**src/rtl/calc_pkg.sv**
```systemverilog
// Shared widths, FSM state encoding and command record for the calculator sequencer.
package calc_pkg;

  localparam int DATA_W = 9;
  localparam int REG_W  = 3;
  localparam int OPC_W  = 3;

  typedef enum logic [2:0] {
    IDLE,
    RD_A,
    RD_B,
    EXEC,
    WAIT,
    WB
  } seq_state_t;

  typedef struct packed {
    logic [OPC_W-1:0] opcode;
    logic [REG_W-1:0] src_a;
    logic [REG_W-1:0] src_b;
    logic [REG_W-1:0] dst;
  } calc_cmd_t;

endpackage

```
**src/rtl/calc_sequencer.sv**
```systemverilog
// Reg-file read -> ALU execute -> write-back sequencer; done/wr_en at T+4+ALU_LAT (unary one sooner).
// One command in flight: cmd_ready only in IDLE without abort; abort drops the command before WB.
module calc_sequencer
  import calc_pkg::*;
#(
  parameter int                    ALU_LAT    = 1,
  parameter logic [(1<<OPC_W)-1:0] UNARY_MASK = '0,
  parameter bit                    WB_ON_OVF  = 1'b0
) (
  input  logic              clk,
  input  logic              rst,
  input  logic              cmd_valid,
  output logic              cmd_ready,
  input  logic [OPC_W-1:0]  cmd_opcode,
  input  logic [REG_W-1:0]  cmd_src_a,
  input  logic [REG_W-1:0]  cmd_src_b,
  input  logic [REG_W-1:0]  cmd_dst,
  input  logic              abort,
  output logic [REG_W-1:0]  reg_sel,
  input  logic [DATA_W-1:0] reg_val,
  output logic [OPC_W-1:0]  alu_opcode,
  output logic              alu_assign_op1,
  output logic              alu_assign_op2,
  output logic              alu_en,
  input  logic [DATA_W-1:0] alu_result,
  input  logic              alu_oflag,
  output logic              wr_en,
  output logic [REG_W-1:0]  wr_sel,
  output logic [DATA_W-1:0] wr_data,
  output logic              busy,
  output logic              done,
  output logic              ovf_err
);

  seq_state_t        state, state_nxt;
  calc_cmd_t         cmd_q;
  logic [3:0]        cnt_q;
  logic [DATA_W-1:0] wr_data_q;
  logic              ovf_q;
  logic              accept;
  logic              wait_done;

  assign accept    = (state == IDLE) && cmd_valid && !abort;
  assign wait_done = (state == WAIT) && (cnt_q == 4'd0) && !abort;

  always_ff @(posedge clk or posedge rst) begin
    if (rst) begin
      state     <= IDLE;
      cmd_q     <= '0;
      cnt_q     <= '0;
      wr_data_q <= '0;
      ovf_q     <= 1'b0;
    end else begin
      state <= state_nxt;
      if (accept) begin
        cmd_q <= '{opcode: cmd_opcode, src_a: cmd_src_a, src_b: cmd_src_b, dst: cmd_dst};
        ovf_q <= 1'b0;
      end
      if (state == EXEC)
        cnt_q <= 4'(ALU_LAT - 1);
      else if (state == WAIT && cnt_q != 4'd0)
        cnt_q <= cnt_q - 4'd1;
      // Result and flag are captured together so WB sees a consistent pair.
      if (wait_done) begin
        wr_data_q <= alu_result;
        ovf_q     <= alu_oflag;
      end
    end
  end

  always_comb begin
    state_nxt      = state;
    cmd_ready      = 1'b0;
    busy           = 1'b1;
    reg_sel        = '0;
    alu_opcode     = cmd_q.opcode;
    alu_assign_op1 = 1'b0;
    alu_assign_op2 = 1'b0;
    alu_en         = 1'b0;
    wr_en          = 1'b0;
    wr_sel         = '0;
    done           = 1'b0;
    case (state)
      IDLE: begin
        busy       = 1'b0;
        alu_opcode = '0;
        cmd_ready  = !abort;
        if (accept) state_nxt = RD_A;
      end
      RD_A: begin
        reg_sel        = cmd_q.src_a;
        alu_assign_op1 = 1'b1;
        state_nxt      = UNARY_MASK[cmd_q.opcode] ? EXEC : RD_B;
      end
      RD_B: begin
        reg_sel        = cmd_q.src_b;
        alu_assign_op2 = 1'b1;
        state_nxt      = EXEC;
      end
      EXEC: begin
        alu_en    = 1'b1;
        state_nxt = WAIT;
      end
      WAIT: begin
        if (cnt_q == 4'd0) state_nxt = WB;
      end
      WB: begin
        done      = 1'b1;
        wr_en     = !ovf_q || WB_ON_OVF;
        wr_sel    = cmd_q.dst;
        state_nxt = IDLE;
      end
      default: state_nxt = IDLE;
    endcase
    // WB completes in its own cycle, so abort there is too late to matter.
    if (abort && state != IDLE && state != WB) state_nxt = IDLE;
  end

  assign wr_data = wr_data_q;
  assign ovf_err = ovf_q;

endmodule

```
**config.mk**
```make
export PLATFORM = sky130hd
export DESIGN_NAME = calc_sequencer
export DESIGN_NICKNAME = d
export VERILOG_FILES = /design/src/rtl/calc_pkg.sv /design/src/rtl/calc_sequencer.sv
export SDC_FILE = /design/constraint.sdc
export NUM_CORES = 1
export LEC_CHECK = 0
export CELL_PAD_IN_SITES_DETAIL_PLACEMENT = 2
export CELL_PAD_IN_SITES_GLOBAL_PLACEMENT = 2
export CORE_UTILIZATION = 25
export CTS_CLUSTER_DIAMETER = 50
export DETAILED_ROUTE_END_ITERATION = 12
export PLACE_DENSITY = 0.78
export REMOVE_ABC_BUFFERS = 1
export SLEW_MARGIN = 25
export SYNTH_ARGS = -nofsm -noshare
export SYNTH_HDL_FRONTEND = slang
export SYNTH_SLANG_ARGS = --single-unit
```
**constraint.sdc**
```tcl
create_clock -name clk -period 2.83 [get_ports clk]
set_clock_uncertainty 0.15 [all_clocks]
set_input_delay 0.566 -clock clk [delete_from_list [all_inputs] [get_ports clk]]
set_output_delay 0.566 -clock clk [all_outputs]
set_load 0.01 [all_outputs]
```
==> run_results.csv <==
group,metric,value,unit
status,run_status,"completed",
sta,setup_viol,0,
placed_design,gp_congestion,0.7143,
sta,fin_tns_setup,0,ns
route,num_vias,1052,
logic_synthesis,synthCells,105,
floorplanning,dieArea,0.005739,mm^2
clock_network,h-tree-depth,2,
logic_synthesis,synthArstFlopShare,100.0,%
power,clockPowerShare,27.6,%
clock_network,cts_root_buffer,"clkbuf_8",
layout,nets,202,
logic_synthesis,synth.avg_cell_area,12.95,um^2
power,seq_power_share,40.1,%
sta,grt_setup_unrepaired,"no",
setup_path,required,2.11,ns
setup_path,cp_max_fo,8,
sta,timing.fmax,367.5,MHz
floorplanning,rows,26,
logic_synthesis,synth_area,0.001360,mm^2
global_route,grtUsageTotal,14.57,%
sta,relSlewSlack,58.64,%
logic_synthesis,synth_seq_cells,29,
placed_design,dp_hpwl,2964,um
worst_hold_path,hp-class,"flop to flop",
clock_network,cts.sinks,29,
setup_path,critPathArrivalTime,2.01,ns
global_route,grt_max_degree,30,
floorplanning,die_h,75.76,um
floorplanning,die_x,75.76,um
floorplanning,core-area,0.005172,mm^2
floorplanning,start_util,26.29,%
clock_network,numCtsBuffers,5,
setup_path,slowest_stage,"clkdlybuf4s50_1",
clock_network,insertion_delay,0.28,ns
clock_network,clk_pin_slew,0.06,ns
sta,drv_slew,0,
logic_synthesis,synth_compound_area_share,8.280,%
setup_path,critPathKind,"flop to output pin",
setup_path,crit_path_cell_trace,"nand2b_1 -> or2_2 -> inv_1 -> clkdlybuf4s50_1",
setup_path,crit_buf_inv,2,
power,p_per_area,710.2,mW/mm^2
power,p_comb_share,32.2,%
sta,period_minus_slack,2.721,ns
logic_synthesis,synth.top_cells.by_count,"dfrtp_1 (29), mux2_2 (12), mux2_4 (10), inv_1 (6)",
layout,drive_above_1_share,25.30,%
logic_synthesis,synth-main-ff-cell,"dfrtp_1",
sta,fin_hold_ws,0.3605,ns
flow_run,max_cap_violations,0,
setup_path,r2r_setup_slack,0.35,ns
global_route,overflow,0,
logic_synthesis,synth.yosys.seq_area_share,53.36,%
logic_synthesis,synth.area.mux_share,20.98,%
route,drc,0,
logic_synthesis,synth_top_cell_by_area,"dfrtp_1",
power,cellLeakagePower,0.9286,nW
layout,n_antenna_cell,0,
setup_path,cp_top_family,"buffers and inverters",
logic_synthesis,synth_top_family_by_area,"multiplexers",
clock_network,cts_setup_buffers,0,
logic_synthesis,synth_top_area_share,53.36,%
floorplanning,io_pins,61,
logic_synthesis,synthTopCellsByArea,"dfrtp_1 (53%), mux2_4 (11%), mux2_2 (9.9%)",
setup_path,endpoint_kind,"output pin",
layout,syn_to_final_growth,53.73,%
route,drtIter0Drc,28,
route,vias_per_cell,4.458,
logic_synthesis,yosys.area_share.simple,12.05,%
sta,hold_viol,0,
sta,post-route-period-util,96.16,%
logic_synthesis,yosys_warnings,0,
global_route,first_global_vias,1210,
route,firstDrtPassIters,3,
logic_synthesis,synth.most_common_cell,"dfrtp_1",
global_route,antenna_found_initial,0,
setup_path,max_stage_delay,0.54,ns
power,ir_drop,0.0003839,V
power,p_sw_share,26.31,%
global_route,grt_pass1_wl,6023,um
placed_design,io_buffers,51,
route,wl_per_cell,16.64,um
power,p_int,0.001094,W
logic_synthesis,synth_edf_count,0,
setup_path,start_kind,"flop",
route,antenna_left,0,
route,totalWireLength,3926,um
power,p_switching,0.0003907,W
logic_synthesis,synthXorXnorAreaFrac,0.6440,%
sta,tightest_slew,0.6205,ns
clock_network,cts_tree,"built",
clock_network,clockBufferDepth,2,
logic_synthesis,ys_types,31,
logic_synthesis,synth_adder_area_share,0.9200,%
[metrics by stage]
step | total power (W) | instances | util (%) | area, um^2 | setup WS [ns]
2_1_floorplan | 0.0008098 | 101 | - | 1331 | 0.5885
3_3_place_gp | 0.001054 | 229 | 38.32 | 1982 | 0.1776
3_5_place_dp | 0.001083 | 229 | 38.32 | 1982 | 0.1938
4_1_cts | 0.001509 | 236 | 40.32 | 2086 | 0.03046
5_1_grt | 0.001564 | 236 | 40.42 | 2091 | 0.008812
6_report | 0.001485 | 236 | 40.42 | 2091 | 0.1088
[flip-flops by register name (all words and copies together), names as in the netlist]
signal   count
cmd_q       12
wr_data      9
cnt_q        4
state        3
ovf_err      1
[placed cells by master, fill, tap and decap left out, drive strengths merged, types with 5 or more instances in the layout]
cell type / netlist / layout
inv: 6 / 6
a21oi: 5 / 5
buf: 4 / 7
nor2b: 5 / 5
clkbuf: 0 / 5
clkdlybuf4s50: 0 / 51
dfrtp: 29 / 29
mux2: 22 / 22
[cells by family (layout without fill, tap and decap cells)]
group	count (synthesis)	after routing
flops	29	29
simple gates	26	26
mux	22	22
compound gates	16	16
buf+inv	10	71
fa+ha+maj	1	1
xor+xnor	1	1
[metal layers]
layer / routed length [um] / part of all wire [%] / GRT usage, %
met1: 1641 / 42 / 17.43
met2: 2096 / 53 / 24.98
met3: 114 / 2.9 / 3.042
met4: 74 / 1.9 / 6.790
met5: 0 / 0 / 0
[layout make-up]
cell class	count	area [um^2]
Fill cell	537	3082
Sequential cell	29	725.7
Multi-Input combinational cell	66	588.1
Timing Repair Buffer	58	563.0
Tap cell	70	87.58
Clock buffer	5	68.82
Clock inverter	2	35.03
Inverter	6	22.52
[what timing repair did]
| action | 4_1_cts | 5_1_grt |
|---|---|---|
| gates resized for setup | 0 | 2 |
| endpoints found under the hold margin | 0 | 0 |
| hold buffers | 0 | 0 |
| endpoints found under the setup margin | 0 | 4 |
[worst paths after layout]
check	depth (start not counted)	end	start
max	4	alu_en	state[1]$_DFFE_PP0P_
min	1	wr_data[6]$_DFFE_PP0P_	wr_data[6]$_DFFE_PP0P_
max reg2reg	5	wr_data[3]$_DFFE_PP0P_	cnt_q[0]$_DFFE_PP0P_
min reg2reg	1	wr_data[6]$_DFFE_PP0P_	wr_data[6]$_DFFE_PP0P_
max in group asynchronous	3	cnt_q[3]$_DFFE_PP0P_	rst
min in group asynchronous	3	wr_data[7]$_DFFE_PP0P_	rst
[power by group through the flow]
stage               registers (W)  clock network (W)  logic, W
floorplan                0.000609                  0  0.000201
global placement         0.000590                  0  0.000464
detailed placement       0.000601                  0  0.000482
CTS                      0.000599           0.000424  0.000486
global route             0.000611           0.000443  0.000511
finish                   0.000596           0.000410  0.000479
Power figures use the tool's default switching activity.
